[config.mk]
export PLATFORM = sky130hd
export DESIGN_NAME = calc_key_sequencer
export DESIGN_NICKNAME = d
export VERILOG_FILES = /design/src/rtl/calc_key_sequencer.sv
export SDC_FILE = /design/constraint.sdc
export NUM_CORES = 1
export LEC_CHECK = 0
export CAP_MARGIN = 10
export CELL_PAD_IN_SITES_DETAIL_PLACEMENT = 0
export CELL_PAD_IN_SITES_GLOBAL_PLACEMENT = 2
export CORE_ASPECT_RATIO = 0.5
export CORE_MARGIN = 4
export CORE_UTILIZATION = 30
export CTS_CLUSTER_DIAMETER = 30
export DETAILED_ROUTE_END_ITERATION = 16
export PLACE_DENSITY_LB_ADDON = 0.12
export SLEW_MARGIN = 20
export SYNTH_ARGS = -nofsm -noshare
export SYNTH_HDL_FRONTEND = slang
export SYNTH_SLANG_ARGS = --single-unit
export TNS_END_PERCENT = 30
[constraint.sdc]
create_clock -name clk_i -period 2.9 [get_ports clk_i]
set_clock_uncertainty 0.1 [all_clocks]
set_input_delay 0.29 -clock clk_i [delete_from_list [all_inputs] [get_ports clk_i]]
set_output_delay 0.29 -clock clk_i [all_outputs]
set_load 0.01 [all_outputs]
[src/rtl/calc_key_sequencer.sv]
// Operand/operator entry stage for the calculator ALU: turns one-cycle key strobes into
// stable registered operands, an operator, a result-valid level and a display selector.
module calc_key_sequencer #(
  parameter int unsigned WIDTH          = 4,
  parameter int unsigned RESULT_LATENCY = 1
) (
  input  logic             clk_i,
  input  logic             clear_i,
  input  logic             digit_strobe_i,
  input  logic [WIDTH-1:0] digit_i,
  input  logic             op_strobe_i,
  input  logic             op_key_i,
  input  logic             eq_strobe_i,
  input  logic [WIDTH-1:0] alu_result_i,
  output logic [WIDTH-1:0] num1_o,
  output logic [WIDTH-1:0] num2_o,
  output logic             op_selected_o,
  output logic             result_valid_o,
  output logic [1:0]       display_sel_o,
  output logic             key_err_o
);

  localparam int unsigned CntW = (RESULT_LATENCY < 2) ? 1 : $clog2(RESULT_LATENCY + 1);
  localparam logic [CntW-1:0] CntLoad = CntW'(RESULT_LATENCY);

  typedef enum logic [1:0] {StA, StB, StWait, StShow} state_e;

  state_e           state_q, state_d;
  logic [WIDTH-1:0] num1_q, num1_d;
  logic [WIDTH-1:0] num2_q, num2_d;
  logic             op_q, op_d;
  logic             a_loaded_q, a_loaded_d;
  logic             b_loaded_q, b_loaded_d;
  logic [CntW-1:0]  cnt_q, cnt_d;
  logic             key_err_q, key_err_d;
  logic             result_valid_q, result_valid_d;
  logic [1:0]       display_sel_q, display_sel_d;

  logic any_strobe;
  logic dropped;

  assign any_strobe = eq_strobe_i | op_strobe_i | digit_strobe_i;
  // Any strobe below the highest-priority one present is discarded.
  assign dropped    = (eq_strobe_i & (op_strobe_i | digit_strobe_i)) |
                      (op_strobe_i & digit_strobe_i);

  // State and datapath registers.
  always_ff @(posedge clk_i or posedge clear_i) begin
    if (clear_i) begin
      state_q        <= StA;
      num1_q         <= '0;
      num2_q         <= '0;
      op_q           <= 1'b0;
      a_loaded_q     <= 1'b0;
      b_loaded_q     <= 1'b0;
      cnt_q          <= '0;
      key_err_q      <= 1'b0;
      result_valid_q <= 1'b0;
      display_sel_q  <= 2'd0;
    end else begin
      state_q        <= state_d;
      num1_q         <= num1_d;
      num2_q         <= num2_d;
      op_q           <= op_d;
      a_loaded_q     <= a_loaded_d;
      b_loaded_q     <= b_loaded_d;
      cnt_q          <= cnt_d;
      key_err_q      <= key_err_d;
      result_valid_q <= result_valid_d;
      display_sel_q  <= display_sel_d;
    end
  end

  // Next-state and operand update.
  always_comb begin
    state_d    = state_q;
    num1_d     = num1_q;
    num2_d     = num2_q;
    op_d       = op_q;
    a_loaded_d = a_loaded_q;
    b_loaded_d = b_loaded_q;
    cnt_d      = cnt_q;
    key_err_d  = dropped;

    case (state_q)
      StA: begin
        if (eq_strobe_i) begin
          key_err_d = 1'b1;
        end else if (op_strobe_i) begin
          if (a_loaded_q) begin
            op_d       = op_key_i;
            num2_d     = '0;
            b_loaded_d = 1'b0;
            state_d    = StB;
          end else begin
            key_err_d = 1'b1;
          end
        end else if (digit_strobe_i) begin
          num1_d     = digit_i;
          a_loaded_d = 1'b1;
        end
      end

      StB: begin
        if (eq_strobe_i) begin
          if (b_loaded_q) begin
            cnt_d   = CntLoad;
            state_d = StWait;
          end else begin
            key_err_d = 1'b1;
          end
        end else if (op_strobe_i) begin
          op_d = op_key_i;
        end else if (digit_strobe_i) begin
          num2_d     = digit_i;
          b_loaded_d = 1'b1;
        end
      end

      StWait: begin
        if (any_strobe) begin
          key_err_d = 1'b1;
        end
        cnt_d = cnt_q - CntW'(1);
        if (cnt_q <= CntW'(1)) begin
          state_d = StShow;
        end
      end

      StShow: begin
        if (eq_strobe_i) begin
          // Repeat: feed the result back as A, keep B and the operator.
          num1_d  = alu_result_i;
          cnt_d   = CntLoad;
          state_d = StWait;
        end else if (op_strobe_i) begin
          num1_d     = alu_result_i;
          op_d       = op_key_i;
          num2_d     = '0;
          b_loaded_d = 1'b0;
          state_d    = StB;
        end else if (digit_strobe_i) begin
          num1_d     = digit_i;
          num2_d     = '0;
          a_loaded_d = 1'b1;
          b_loaded_d = 1'b0;
          state_d    = StA;
        end
      end

      default: begin
        state_d = StA;
      end
    endcase
  end

  // Status outputs follow the state being entered so they change on the same edge.
  always_comb begin
    result_valid_d = (state_d == StShow);
    display_sel_d  = 2'd0;
    case (state_d)
      StA:     display_sel_d = 2'd0;
      StB:     display_sel_d = 2'd1;
      StWait:  display_sel_d = 2'd1;
      StShow:  display_sel_d = 2'd2;
      default: display_sel_d = 2'd0;
    endcase
  end

  assign num1_o         = num1_q;
  assign num2_o         = num2_q;
  assign op_selected_o  = op_q;
  assign result_valid_o = result_valid_q;
  assign display_sel_o  = display_sel_q;
  assign key_err_o      = key_err_q;

endmodule

Word-level counts from Yosys, hierarchy flattened
Cells that the tools add are included.
Operators by class
  equal/unequal tests: 20
  reduce and logical (&&, ||, !) cells: 14
  magnitude comparators: 1
  mux-type cells: 54
  add/sub/neg operators: 1
  bitwise gates (word level): 8
Operator list (count)
  $mux 4: 14
  $ne 2x2->1 const B: 12
  $mux 1: 23
  $mux 2: 9
  $pmux 4 s3: 1
  $pmux 1 s3: 3
  $reduce_and 9->1: 1
  $eq 2x2->1 const B: 4
  $pmux 2 s4: 1
  $pmux 4 s2: 1
  $reduce_and 4->1: 2
  $pmux 2 s3: 1
  $reduce_and 6->1: 1
  $reduce_bool 3->1: 2
  $reduce_or 2->1: 3
  $eq 2x1->1 const B: 2
  $logic_not 2->1: 2
  $or 1x1->1: 4
  $reduce_bool 2->1: 2
  $ne 3x3->1 const B: 1
  $reduce_and 3->1: 1
  $and 1x1->1: 2
  $ne 2x1->1 const B: 1
  $not 1->1: 2
  3 further kinds: 3
Word-level totals
  flip-flop bits (word level): 18
  input bits: 14
  logic and storage cells: 108
  output and inout port bits: 13

Logic depth before layout (Yosys ltp)
  depth after elaboration: 7
  gate-level depth with buffers: 7
  depth with buffers taken out: 7

Least setup slack after synthesis
OpenSTA, ideal clock, no wires.
  kind: reg2reg
  start: reg state_q[0]
  end: reg display_sel_q[0] (netlist: display_sel_o[0])
  library setup time: 126 ps
  buffers on the path: 1
  setup slack: 1085 ps
  data required time: 2674 ps
  arrival: 1589 ps
  stages on the path, launching flop included: 7
  period minus slack after synthesis: 1815 ps
  cell sequence: dfrtp_1 > ha_1 > clkbuf_1 > a21o_1 > a221oi_1 > a21oi_1 > ha_1
Between the ends
  elaborated cells on any way between the ends: 20
  classes of those cells: eq/ne (6); mux (11); reduce/logical (3)
RTL lines
  start, declared: line 28  | state_e state_q, state_d;
  start signal, assigned: line 50  | state_q <= StA;
  start signal, assigned: line 61  | state_q <= state_d;
  $eq 2x2->1 (tied with other cells): line 85  | case (state_q)
  $pmux 2 s4 *: line 85
  net state_d[1]: line 28
  $eq 2x2->1 / $eq 2x1->1 (equally long branches): line 161  | case (state_d)
  $reduce_or 2->1 (no source line)
  $pmux 2 s3 *: line 161
  net display_sel_d[0]: line 37  | logic [1:0] display_sel_q, display_sel_d;
  end signal, assigned: line 70  | display_sel_q <= display_sel_d;
  end, declared: line 37
Mark *: on every way through the listed nets, which the timed path passes. The rest lies on a longest branch.
A chain may end at the register's enable or synchronous reset.

Worst setup path in the final report
  start: reg state_q[0]
  end: reg display_sel_q[0] (netlist: display_sel_o[0])
Between the ends
  cells in the longest elaborated chain, start to end: 7
  elaborated cells on any way between the ends: 20
  classes of those cells: eq/ne (6); mux (11); reduce/logical (3)
Ends and longest elaborated chain (line)
  $mux 2 (on tied branches): 142, 90
  $mux 2 (on tied branches): 136, 89
  $mux 2 (on tied branches): 131, 87
  $pmux 2 s4 *: 85
  net state_d[0]: 28
  $eq 2x2->1 / $eq 2x1->1 (equally long branches): 161
  $reduce_or 2->1 (no source line)
  $pmux 2 s3 *: 161
  net display_sel_d[0]: 37
Marked as above.

==> qor.csv <==
stage,metric,value,unit
final_layout,area occupied by multi-input gates,497,µm²
synthesis,post-synthesis instance area,958,µm²
floorplan,Rows,14,
clocking,Setup Buffers After CTS,0,
setup_path,signal arrival time at the worst endpoint,2.18,ns
place,PortBufs,26,
timing,Slew Limit Headroom,58.2,%
clocking,total number of H-tree levels,1,
final_layout,non-filler instance count after layout,159,
setup_path,nature of the critical path startpoint,flop,
route,drt total wl,2.44,mm
final_layout,P&R area growth vs syn,34.1,%
synthesis,count of warnings emitted by yosys,0,
grt,met1 layer usage reported by global route,17.0,%
clocking,clock edge transition at the registers on the reported setup and hold paths,0.07,ns
floorplan,starting density of the core,31.6,%
outcome,result of the run,finished clean,
route,Wirelength per Cell,15.3,µm
synthesis,share of the synthesized netlist area taken by xor and xnor gates,0,%
floorplan,Die ar.,4220,µm²
synthesis,post-synthesis net count,113,
grt,met3 capacity usage during global routing,5.50,%
synthesis,Post-Synth Adder-Cell Area,6.53,%
power,P per Cell Area,978,nW/µm²
place,instance count after placement with tap cells included,155,
place,routability-driven placement congestion ratio,0.781,
synthesis,compound-gate portion of the synthesized area,28.1,%
clocking,Clock Latency Late Sink,0.25,ns
timing,fin crit period,2.15,ns
place,post-detail-place hpwl,1.84,mm
synthesis,synth unique cells,35,
grt,number of antenna violations at the first check in global routing,0,
grt,wire length of the first global-routing pass,3.88,mm
timing,max-slew violation count,0,
clocking,CTS tree,yes,
timing,setup ws final,0.751,ns
grt,pin count of the biggest net entering global routing,17,
setup_path,largest fanout of any net on the critical path,12,
floorplan,Die Span X,87.9,µm
hold_path,worst min path class,input port to asynchronous set/reset pin,
synthesis,sequential-to-total area share from yosys stat,41.8,%
synthesis,mean instance size in the synthesized netlist,10.2,µm²
route,vias per inst,5.25,
timing,Final Cycle Share,74.1,%
timing,Final Hold Fails,0,
floorplan,chip height,48.0,µm
run,MaxCap Viol Count,0,
final_layout,sequential cell area,400,µm²
final_layout,diode insertion count for antenna repair,0,
power,peak ir drop on the vdd network,0.000446,V
timing,count of endpoints failing setup in the final report,0,
place,pre-CTS setup slack,0.654,ns
route,post-route DRC violation count,0,
synthesis,"area fraction in and, or, nand and nor cells after synthesis",15.7,%
final_layout,fillcell total,298,
synthesis,Synth Instances,94,
timing,setup repair after global routing missed its margin,no,
setup_path,critical path capture point type,flop,
floorplan,number of I/O pins,27,
power,leakage power total,0.556,nW
grt,global route hottest layer,met2,
route,number of antenna-violating nets in the routed design,0,
synthesis,"flops & latches, synth",16,
timing,maximum achievable frequency,465,MHz
grt,total overflow reported by the global router,0,
setup_path,CP Data Required Time,2.93,ns
route,DR pass1 iterations,4,
clocking,clk buf depth,2,
route,total number of vias,835,
setup_path,register-to-register setup slack,0.75,ns
synthesis,combinational family with the most area after synthesis,compound AO/OA/AOI/OAI gates,
clocking,clock sink count,16,
grt,total routing usage reported by global routing,12.5,%
clocking,number of instances resized during post-cts repair,0,
clocking,clock tree root driver cell,clkbuf_8,
clocking,post-cts hold buffer count,0,
timing,Worst-Margin Slew,0.626,ns
clocking,CTS buffer count,3,
floorplan,standard cell core area,3030,µm²
grt,met2 usage in global routing,18.9,%
grt,via count of the first global-routing pass,789,
synthesis,portion of netlist area occupied by mux cells,1.57,%
timing,final sum of negative setup slack,0,ns
route,initial DRC count,21,
final_layout,layout net count,139,
final_layout,share of layout cells above drive strength 1,9.24,%
setup_path,Worst Setup Path Type,flop to flop,
## layer usage
metal,share of wire (%),vias to the layer above
met5,0,-
met4,0.33,0
met3,9.2,2
met2,41,29
met1,49,402
li1,-,402
## layout make-up
class                      count  share of cell area, %
clock buffer                   4                   4.28
tap                           40                   3.89
sequential                    16                   31.2
inverter                       6                   1.75
timing repair buffer          26                   20.3
multi-input combinational     67                   38.7
## synth_stat cells (all sizes together)
library cell	n	area share (%)
a2111oi	1	0.91
o211ai	1	0.78
nor2b	4	2.6
a22o	4	3.7
nand2	4	1.8
mux2	1	1.6
dfrtp	16	42
nand3	1	0.52
and3	1	1.2
nand3b	1	2.1
o21ai	3	1.6
a221oi	4	3.7
clkbuf	1	0.39
a31oi	1	0.65
nor3b	1	0.78
nor2	7	3.8
a21o	6	4.7
ha	5	6.5
or3	1	0.65
o22ai	6	3.9
a2bb2oi	1	0.91
inv	6	2.3
a311oi	1	0.91
o32a	1	1.0
a21oi	8	5.4
nor3	3	1.6
buf	4	3.7
nand2b	1	0.65
## path summary, 6_finish.rpt
path,endpoint,startpoint,cells past startpoint
worst max-delay path,display_sel_o[0],state_q[0],7
worst min-delay path,num2_o[3],clear_i,2
worst max register to register,display_sel_o[0],state_q[0],7
worst min register to register,num2_o[2],num2_o[2],1
max in group asynchronous,display_sel_o[1],clear_i,2
min in group clk_i,num2_o[2],num2_o[2],1
## worst max-delay path: stages (launching register included)
cell and delay, ns:
dfrtp_1 0.44, inv_1 0.13, ha_1 0.44, inv_1 0.21, a21oi_1 0.18, nor2b_1 0.08
a2bb2oi_1 0.15, ha_1 0.30
## cells in the final DEF (no fill, tap or decap), drive strengths merged, types with 3 or more instances in the layout
cell / netlist / final
nand2: 4 / 4
a221oi: 4 / 4
inv: 6 / 6
nor2b: 4 / 4
clkdlybuf4s50: 0 / 26
a21oi: 8 / 8
nor3: 3 / 3
clkbuf: 1 / 4
a22o: 4 / 4
nor2: 7 / 7
a21o: 6 / 6
o21ai: 3 / 3
dfrtp: 16 / 16
ha: 5 / 5
o22ai: 6 / 6
## flip-flops by register name (all words and copies together), names as in the netlist
register	cells
a_loaded_q	1
b_loaded_q	1
display_sel_o	2
key_err_o	1
num1_o	4
num2_o	4
op_selected_o	1
state_q	2
## where the power goes
group | internal [mW] | switching (mW) | leakage [nW] | total (mW)
clock network | 0.120 | 0.0827 | 0.0288 | 0.203
logic | 0.336 | 0.333 | 0.334 | 0.669
registers | 0.315 | 0.0691 | 0.193 | 0.384
## through the flow
| step | hold slack [ns] | utilization (%) | cell area [µm²] | power [mW] |
|---|---|---|---|---|
| CTS | 0.351 | 42.4 | 1280 | 1.27 |
| floorplan | 0.104 | - | 958 | 0.809 |
| finish | 0.322 | 42.4 | 1280 | 1.26 |
| global route | 0.382 | 42.4 | 1280 | 1.35 |
| global placement | 0.383 | 40.6 | 1230 | 1.05 |
| detailed placement | 0.384 | 40.6 | 1230 | 1.06 |
## kinds of logic (layout without fill, tap and decap cells)
family | after synthesis | after routing
mux | 1 | 1
compound gates | 37 | 37
fa+ha+maj | 5 | 5
simple gates | 24 | 24
buf+inv | 11 | 36
flops | 16 | 16
(Power assumes the default switching activity.)
